==> src/rtl/morse_pkg.sv <==
// Shared symbol encodings, ASCII constants and the International Morse code table
// used by the Morse character decoder and its lookup.
package morse_pkg;

    localparam logic [1:0] SYM_WORD = 2'b00;
    localparam logic [1:0] SYM_DOT  = 2'b01;
    localparam logic [1:0] SYM_DASH = 2'b10;
    localparam logic [1:0] SYM_CHAR = 2'b11;

    localparam logic [7:0] ASCII_SPACE      = 8'h20;
    localparam logic [7:0] ERR_CHAR_DEFAULT = 8'h3F;

    // code is right-aligned, first symbol in the MSB of the used bits, dash = 1
    typedef struct packed {
        logic [2:0] len;
        logic [4:0] code;
        logic [7:0] ascii;
    } morse_entry_t;

    localparam int MORSE_N = 36;

    localparam morse_entry_t MORSE_TABLE [MORSE_N] = '{
        '{3'd2, 5'b00001, 8'h41}, '{3'd4, 5'b01000, 8'h42}, '{3'd4, 5'b01010, 8'h43},
        '{3'd3, 5'b00100, 8'h44}, '{3'd1, 5'b00000, 8'h45}, '{3'd4, 5'b00010, 8'h46},
        '{3'd3, 5'b00110, 8'h47}, '{3'd4, 5'b00000, 8'h48}, '{3'd2, 5'b00000, 8'h49},
        '{3'd4, 5'b00111, 8'h4A}, '{3'd3, 5'b00101, 8'h4B}, '{3'd4, 5'b00100, 8'h4C},
        '{3'd2, 5'b00011, 8'h4D}, '{3'd2, 5'b00010, 8'h4E}, '{3'd3, 5'b00111, 8'h4F},
        '{3'd4, 5'b00110, 8'h50}, '{3'd4, 5'b01101, 8'h51}, '{3'd3, 5'b00010, 8'h52},
        '{3'd3, 5'b00000, 8'h53}, '{3'd1, 5'b00001, 8'h54}, '{3'd3, 5'b00001, 8'h55},
        '{3'd4, 5'b00001, 8'h56}, '{3'd3, 5'b00011, 8'h57}, '{3'd4, 5'b01001, 8'h58},
        '{3'd4, 5'b01011, 8'h59}, '{3'd4, 5'b01100, 8'h5A},
        '{3'd5, 5'b11111, 8'h30}, '{3'd5, 5'b01111, 8'h31}, '{3'd5, 5'b00111, 8'h32},
        '{3'd5, 5'b00011, 8'h33}, '{3'd5, 5'b00001, 8'h34}, '{3'd5, 5'b00000, 8'h35},
        '{3'd5, 5'b10000, 8'h36}, '{3'd5, 5'b11000, 8'h37}, '{3'd5, 5'b11100, 8'h38},
        '{3'd5, 5'b11110, 8'h39}
    };

endpackage

==> src/rtl/morse_symbol_decoder_lut.sv <==
// Combinational Morse lookup: (pattern, length) -> {hit, uppercase ASCII}.
module morse_symbol_decoder_lut
    import morse_pkg::*;
#(
    parameter int MAX_LEN = 5,
    parameter int LEN_W   = $clog2(MAX_LEN + 1)
) (
    input  logic [MAX_LEN-1:0] pat,
    input  logic [LEN_W-1:0]   len,
    output logic               hit,
    output logic [7:0]         ascii
);

    // Patterns are unique per (len, code) and bits above len are always zero,
    // so a plain equality match on the whole register is exact.
    always_comb begin
        // NOTE: every output gets a default first so no path leaves it unassigned (no latch).
        hit   = 1'b0;
        ascii = 8'h00;
        for (int i = 0; i < MORSE_N; i++) begin
            if (len == LEN_W'(MORSE_TABLE[i].len) &&
                pat == MAX_LEN'(MORSE_TABLE[i].code)) begin
                hit   = 1'b1;
                ascii = MORSE_TABLE[i].ascii;
            end
        end
    end

endmodule

==> src/rtl/morse_symbol_decoder.sv <==
// Morse character decoder: accumulates dot/dash symbols, decodes on gaps, inserts
// word spaces and buffers results in a small output FIFO with back-pressure.
module morse_symbol_decoder
    import morse_pkg::*;
#(
    parameter int         MAX_LEN  = 5,
    parameter int         DEPTH    = 4,
    parameter logic [7:0] ERR_CHAR = ERR_CHAR_DEFAULT,
    parameter bit         LOWER    = 1'b0
) (
    input  logic       clk,
    input  logic       rst_n,
    input  logic       sym_valid,
    input  logic [1:0] sym,
    output logic       sym_ready,
    output logic       out_valid,
    input  logic       out_ready,
    output logic [7:0] out_char,
    output logic [7:0] err_cnt,
    output logic       busy
);

    localparam int LEN_W = $clog2(MAX_LEN + 1);
    localparam int PTR_W = $clog2(DEPTH);

    logic [MAX_LEN-1:0] pat;
    logic [LEN_W-1:0]   len;
    logic               ovf;
    logic               pending_space;
    logic               last_space;
    logic               emitted;

    logic [7:0]         mem [DEPTH];
    logic [PTR_W-1:0]   wr_ptr;
    logic [PTR_W-1:0]   rd_ptr;
    logic [PTR_W:0]     count;

    logic       fifo_full;
    logic       accept;
    logic       pop;
    logic       push;
    logic [7:0] push_data;
    logic       err_push;
    logic       lut_hit;
    logic [7:0] lut_ascii;
    logic       char_bad;
    logic [7:0] char_code;

    morse_symbol_decoder_lut #(
        .MAX_LEN (MAX_LEN),
        .LEN_W   (LEN_W)
    ) u_lut (
        .pat   (pat),
        .len   (len),
        .hit   (lut_hit),
        .ascii (lut_ascii)
    );

    always_comb begin
        fifo_full = (count == (PTR_W + 1)'(DEPTH));
        sym_ready = !fifo_full && !pending_space;
        accept    = sym_valid && sym_ready;
        out_valid = (count != '0);
        pop       = out_valid && out_ready;
        busy      = (len != '0) || pending_space;
        char_bad  = ovf || !lut_hit;

        if (char_bad)
            char_code = ERR_CHAR;
        else if (LOWER && lut_ascii >= 8'h41 && lut_ascii <= 8'h5A)
            char_code = lut_ascii | 8'h20;
        else
            char_code = lut_ascii;

        // At most one push per cycle: the deferred space never coincides with an
        // accepted symbol because pending_space holds sym_ready low.
        push      = 1'b0;
        push_data = char_code;
        err_push  = 1'b0;
        if (pending_space && !fifo_full) begin
            push      = 1'b1;
            push_data = ASCII_SPACE;
        end else if (accept && (sym == SYM_CHAR || sym == SYM_WORD)) begin
            if (len != '0) begin
                push     = 1'b1;
                err_push = char_bad;
            end else if (sym == SYM_WORD && !last_space && emitted) begin
                push      = 1'b1;
                push_data = ASCII_SPACE;
            end
        end
    end

    always_ff @(posedge clk or negedge rst_n) begin
        if (!rst_n) begin
            // NOTE: sequential state uses non-blocking assignments so all registers update together.
            pat           <= '0;
            len           <= '0;
            ovf           <= 1'b0;
            pending_space <= 1'b0;
            last_space    <= 1'b0;
            emitted       <= 1'b0;
            err_cnt       <= 8'h00;
        end else begin
            if (pending_space && !fifo_full) begin
                pending_space <= 1'b0;
                last_space    <= 1'b1;
            end else if (accept) begin
                case (sym)
                    SYM_DOT, SYM_DASH: begin
                        if (len < LEN_W'(MAX_LEN)) begin
                            pat <= {pat[MAX_LEN-2:0], sym == SYM_DASH};
                            len <= len + LEN_W'(1);
                        end else begin
                            ovf <= 1'b1;
                        end
                    end
                    default: begin
                        if (len != '0) begin
                            pat           <= '0;
                            len           <= '0;
                            ovf           <= 1'b0;
                            last_space    <= 1'b0;
                            emitted       <= 1'b1;
                            pending_space <= (sym == SYM_WORD);
                        end else if (push) begin
                            last_space <= 1'b1;
                        end
                    end
                endcase
            end

            if (err_push && err_cnt != 8'hFF)
                err_cnt <= err_cnt + 8'h01;
        end
    end

    always_ff @(posedge clk or negedge rst_n) begin
        if (!rst_n) begin
            wr_ptr <= '0;
            rd_ptr <= '0;
            count  <= '0;
        end else begin
            if (push)
                wr_ptr <= wr_ptr + PTR_W'(1);
            if (pop)
                rd_ptr <= rd_ptr + PTR_W'(1);
            case ({push, pop})
                2'b10:   count <= count + (PTR_W + 1)'(1);
                2'b01:   count <= count - (PTR_W + 1)'(1);
                default: count <= count;
            endcase
        end
    end

    // NOTE: the storage array is not reset; entries are only visible once written,
    // and out_char is forced to zero while the FIFO is empty.
    always_ff @(posedge clk) begin
        if (push)
            mem[wr_ptr] <= push_data;
    end

    assign out_char = out_valid ? mem[rd_ptr] : 8'h00;

endmodule

==> config.mk <==
export PLATFORM = sky130hd
export DESIGN_NAME = morse_symbol_decoder
export DESIGN_NICKNAME = d
export VERILOG_FILES = /design/src/rtl/morse_pkg.sv /design/src/rtl/morse_symbol_decoder_lut.sv /design/src/rtl/morse_symbol_decoder.sv
export SDC_FILE = /design/constraint.sdc
export NUM_CORES = 1
export LEC_CHECK = 0
export BUFFER_PORTS_ARGS = -buffer_cell sky130_fd_sc_hd__clkbuf_2
export CAP_MARGIN = 20
export CORE_MARGIN = 2
export CORE_UTILIZATION = 35
export DETAILED_ROUTE_END_ITERATION = 16
export PLACE_DENSITY = 0.62
export SLEW_MARGIN = 20
export SYNTH_ARGS = -nofsm -noshare
export SYNTH_HDL_FRONTEND = slang
export SYNTH_HIERARCHICAL = 1
export SYNTH_SLANG_ARGS = --single-unit
==> constraint.sdc <==
create_clock -name clk -period 5.3 [get_ports clk]
set_input_delay 1.06 -clock clk [delete_from_list [all_inputs] [get_ports clk]]
set_output_delay 1.06 -clock clk [all_outputs]
set_load 0.03 [all_outputs]
; ---- Word level (Yosys, flattened, before mapping)
; Memory sizes are Yosys's and may differ from the RTL's.
; Index checks and enable logic that the tools add are counted.
[op_classes]
add_sub_neg = 6
n_lt_le_gt_ge = 1
n_eq_ne = 34
n_mux = 106
bitwise_logic = 2
n_reduce_logical = 66
[op_table]
columns = cell, n
row1 = $mux 7, 36
row2 = $mux 1, 57
row3 = $mux 8, 6
row4 = $logic_and 1x1->1, 44
row5 = $eq 5x4->1 const B, 7
row6 = $eq 5x5->1 const B, 5
row7 = $eq 5x3->1 const B, 4
row8 = $mux 5, 3
row9 = $reduce_and 4->1, 3
row10 = $eq 5x2->1 const B, 2
row11 = $eq 3x3->1 const B, 3
row12 = $mux 3, 3
row13 = $reduce_bool 3->1, 3
row14 = $add 8x1->8 const B, 1
row15 = $ne 8x8->1 const B, 1
row16 = $reduce_bool 2->1, 4
row17 = $add 3x1->3 const B, 2
row18 = $eq 2x2->1 const B, 3
row19 = $eq 3x2->1 const B, 2
row20 = $ne 2x2->1 const B, 3
row21 = $pmux 3 s2, 1
row22 = $reduce_and 3->1, 2
row23 = $eq 5x1->1 const B, 1
row24 = $logic_not 5->1, 1
row25 = other kinds (10), 18
[totals]
reg_bits = 27
mem_bits_rw = 32
out_inout_bits = 19
wordCells = 226
n_memories = 1
[memory_table]
columns = memory, depth, width, read_ports, rd_clocked_by_memory_dff, wr, line
row1 = mem, 4, 8, 1, 0, 1, morse_symbol_decoder.sv:33  ; logic [7:0] mem [DEPTH];

; ---- Longest topological paths before layout
[depth]
word_depth = 45
ltp_mapped = 11
depth_no_buf = 11

; ---- Hierarchy
; The synthesis kept the hierarchy.
[modules_own_cells]
columns = module, instances, cells_per_inst, area_per_inst_um2, seq_area_each_um2
row1 = morse_symbol_decoder, 1, 201, 2819.0, 1636.6
row2 = morse_symbol_decoder_lut, 1, 115, 794.5, 0.0

; ---- Least setup slack after synthesis
; OpenSTA, ideal clock, no wires.
[synth_timing]
kind = input-to-reg
from = in sym[0]
to = reg count[1]
setup_ns = 0.083
t_arrival_ns = 3.004
t_required_ns = 5.217
path_slack_ns = 2.214
stages = 9
path_buffers = 0
path_cell_list = inv_1 > ha_1 > nand2b_1 > a221oi_2 > inv_1 > ha_1 > inv_1 > fa_1 > o21ai_0
[synth_via]
elab_chain_cells = 9
elab_cells_between_ends = 14
classes_between = eq/ne (3) / mux (5) / reduce/logical (6)
[synth_lines]
columns = element, line
row1 = start: declaration, morse_symbol_decoder.sv:14  ; input logic [1:0] sym,
row2 = $logic_not 2->1, "morse_symbol_decoder.sv:83, morse_symbol_decoder.sv:87"
row3 = $logic_and 1x1->1 (2 in series), morse_symbol_decoder.sv:87  ; end else if (sym == SYM_WORD && !last_space && emitted) begin
row4 = $mux 1, morse_symbol_decoder.sv:87
row5 = $mux 1, morse_symbol_decoder.sv:84  ; if (len != '0) begin
row6 = $mux 1 (*), morse_symbol_decoder.sv:83  ; end else if (accept && (sym == SYM_CHAR || sym == SYM_WORD)) begin
row7 = $mux 1 (*), morse_symbol_decoder.sv:80  ; if (pending_space && !fifo_full) begin
row8 = $eq 2x1->1 or $eq 2x2->1 (tied branches), morse_symbol_decoder.sv:148  ; case ({push, pop})
row9 = $pmux 3 s2 or $reduce_bool 2->1 (tied branches), -
row10 = end signal: assignment, morse_symbol_decoder.sv:149  ; 2'b10: count <= count + (PTR_W + 1)'(1);
row11 = end signal: assignment, morse_symbol_decoder.sv:150  ; 2'b01: count <= count - (PTR_W + 1)'(1);
row12 = end signal: assignment, morse_symbol_decoder.sv:151  ; default: count <= count;
row13 = end: declaration, morse_symbol_decoder.sv:36  ; logic [PTR_W:0] count;
; Mark *: on every way between the ends. The rest lies on a longest branch, timed or not.
; A chain may end at the register's enable or synchronous reset.

; ---- Worst setup path after layout
[layout_timing]
from = in sym[0]
to = reg count[2]
; The elaborated chain is that of the path after synthesis.

==> results.sh <==
export IMPL_fmax_ghz=0.322
export IMPL_num_antenna_cells=0
export IMPL_slew_headroom_pct=45.0
export IMPL_ys_flop_type="edfxtp_1"
export IMPL_die_area_um2=11200
export IMPL_viasPerCell=5.21
export IMPL_postSynthAreaPerCell_um2=11.4
export IMPL_cts_setup_buffers=0
export IMPL_die_y_um=106
export IMPL_clk_pin_slew_ns=0.06
export IMPL_met2_length_um=3370
export IMPL_cpMostUsedCell="inv_1"
export IMPL_cp_cell_sequence="clkbuf_2, inv_1, ha_1, nand2b_1, a221oi_2, inv_1, ha_1, inv_1, fa_1, xor2_1, nor2_1, xor2_1"
export IMPL_drc=0
export IMPL_drive_above_1_share_pct=17.2
export IMPL_dr_first_iter_drc_count=277
export IMPL_ios=25
export IMPL_critPathSlowestCell="a221oi_2"
export IMPL_cts_sinks=59
export IMPL_multi_input_area_um2=1780
export IMPL_hpwl_um=4930
export IMPL_synth_nets=333
export IMPL_postSynthCellCount=316
export IMPL_final_common_cell="edfxtp_1"
export IMPL_nNetsFinal=350
export IMPL_crit_required_ns=5.51
export IMPL_whs_ns=0.470
export IMPL_ant_nets=0
export IMPL_grt_use_total_pct=13.4
export IMPL_areaGrowthSynthToFinish_pct=10.2
export IMPL_fp_row_count=37
export IMPL_final_cell_mix="edfxtp_1 (32), dfrtp_1 (27), clkbuf_2 (24)"
export IMPL_max_cap_viol_count=0
export IMPL_setup_violations_final=0
export IMPL_critPathMaxStageDelay_ns=0.59
export IMPL_fin_skew_ns=0.00635
export IMPL_hold_viol=0
export IMPL_worstSkewPairLatency_ns=0.33
export IMPL_cp_max_fo=9
export IMPL_grt_max_degree=28
export IMPL_fp_coreArea_um2=10200
export IMPL_postCtsHoldBufs=0
export IMPL_cts_resized=0
export IMPL_routedWlPerCell_um=14.9
export IMPL_finalCritPeriodShare_pct=58.5
export IMPL_fill_cells=1019
export IMPL_chipWidth_um=106
export IMPL_fin_util_pct=39.1
export IMPL_drtPass1Iterations=5
export IMPL_powerDensity_nw_per_um2=606
export IMPL_met1Wirelength_um=3380
export IMPL_drv_slew=0
export IMPL_peakVddDrop_v=0.000247
export IMPL_async_reset_ff_share_pct=45.8
export IMPL_cts_made_buffers=9
export IMPL_synth_seq_area_share_pct=45.3
export IMPL_tns_ns=0
export IMPL_synth_edf_count=32
export IMPL_period_needed_ns=3.10
export IMPL_status="finished, final reports clean"
export IMPL_dp_cells=458
export IMPL_yosysUniqueCellTypes=69
export IMPL_grt_pass1_wl_um=12000
export IMPL_grt_ovfl_total=0
export IMPL_routed_top_layer="met4"
export IMPL_io_buffer_count=24
export IMPL_max_slew_worst_pin_slew_ns=0.825
export IMPL_wl_met3_um=242
export IMPL_synth_area_um2=3610
export IMPL_register_area_um2=1640
export IMPL_start_util_pct=35.5
export IMPL_via_count=2469
export IMPL_rsz0062_at_grt="no"
export IMPL_routed_wl_um=7050
export IMPL_crit_arrival_ns=3.31
export IMPL_hold_class="reg -> reg"
export IMPL_crit_type="in -> reg"
export IMPL_cts_root_buffer="clkbuf_8"
export IMPL_crit_family="adder cells"
export IMPL_grt_pass1_vias=2396
export IMPL_yosys_warnings=6
export IMPL_cp_start_kind="primary input"
export IMPL_synth_ff_latch_count=59
export IMPL_leakagePower_nw=1.56
export IMPL_place_congestion=0.891
export IMPL_antenna_found_initial=0
export IMPL_htree_levels=3
export IMPL_cp_num_buf_inv=4
export IMPL_critPathCaptureType="flop"
export IMPL_cts_path_max_buffers=2
export IMPL_cts_tree="built"
export IMPL_finalNonFillerCells=474
## final cells by class
cell class	count	share of cell area, %
Tap cell	136	4.27
Clock inverter	6	2.01
Timing Repair Buffer	24	3.02
Multi-Input combinational cell	220	44.6
Clock buffer	10	3.20
Inverter	19	1.79
Sequential cell	59	41.1
## sequential cells by signal, summed over array words and instances (netlist names)
name and flops:
len 3, mem 32, count 3, last_space 1, ovf 1, err_cnt 8
pat 5, wr_ptr 2, emitted 1, rd_ptr 2, pending_space 1
## cell usage after synthesis (3+ instances only)
cell | number | area, µm²
edfxtp_1 | 32 | 961
dfrtp_1 | 27 | 676
inv_1 | 19 | 71.3
nor2_1 | 15 | 56.3
and2_1 | 14 | 87.6
nand2_1 | 14 | 52.6
xnor2_1 | 11 | 96.3
ha_1 | 10 | 125
nand2b_1 | 10 | 62.6
o21ai_0 | 10 | 50.1
mux4_2 | 8 | 180
nand4_1 | 8 | 50.1
a21oi_1 | 7 | 35.0
and3_1 | 7 | 43.8
buf_2 | 7 | 35.0
mux2i_1 | 7 | 70.1
o21a_1 | 6 | 45.0
a31oi_1 | 5 | 31.3
buf_6 | 5 | 56.3
nor3_1 | 5 | 25.0
nor4_1 | 5 | 31.3
a211o_1 | 4 | 35.0
buf_4 | 4 | 30.0
nand3_1 | 4 | 20.0
nor2b_1 | 4 | 25.0
a22o_1 | 3 | 26.3
mux2_1 | 3 | 33.8
nand3b_1 | 3 | 22.5
nor3b_1 | 3 | 22.5
nor4bb_1 | 3 | 30.0
o22ai_1 | 3 | 18.8
o32ai_1 | 3 | 26.3
or3_1 | 3 | 18.8
xor2_1 | 3 | 26.3
## layer usage
metal | track usage (%) | up-vias
met5 | 0 | -
met4 | 4.14 | 0
met3 | 2.91 | 6
met2 | 21.2 | 49
met1 | 18.3 | 1199
li1 | - | 1215
## kinds of logic (layout without fill, tap and decap cells)
| family | after synthesis | in the layout | share of synthesized area (%) |
|---|---|---|---|
| buffers and inverters | 37 | 59 | 5.54 |
| AO/OA/AOI/OAI | 60 | 60 | 12.6 |
| flip-flops | 59 | 59 | 45.3 |
| adder cells (fa/ha/maj) | 11 | 11 | 4.02 |
| multiplexers | 21 | 21 | 8.90 |
| XOR/XNOR | 14 | 14 | 3.39 |
| other | 1 | 1 | 0.104 |
| AND/OR/NAND/NOR | 113 | 113 | 20.1 |
## metrics by stage
stage | instance area, µm² | worst slack (ns) | power (mW)
floorplan | 3610 | 2.21 | 1.77
global placement | 3770 | 1.94 | 1.97
detailed placement | 3770 | 1.88 | 1.99
CTS | 3980 | 2.20 | 2.43
global route | 3980 | 1.98 | 2.60
finish | 3980 | 2.20 | 2.42
## worst paths after layout
path	to	start	slack, ns	cells past startpoint
worst max-delay path	count[2]$_DFFE_PN0P_	sym[0]	2.20	12
worst min-delay path	emitted$_DFFE_PN0P_	emitted$_DFFE_PN0P_	0.47	1
worst max register to register	count[2]$_DFFE_PN0P_	len[0]$_DFFE_PN0P_	2.27	11
worst min register to register	emitted$_DFFE_PN0P_	emitted$_DFFE_PN0P_	0.47	1
max in group asynchronous	wr_ptr[1]$_DFFE_PN0P_	rst_n	4.10	1
min in group asynchronous	err_cnt[0]$_DFFE_PN0P_	rst_n	0.75	1
## power breakdown
part	internal [mW]	switching, mW	total (mW)
Sequential	0.638	0.243	0.881
Clock	0.261	0.169	0.430
Combinational	0.479	0.626	1.10
Total	1.38	1.04	2.42
(Power assumes the default switching activity.)
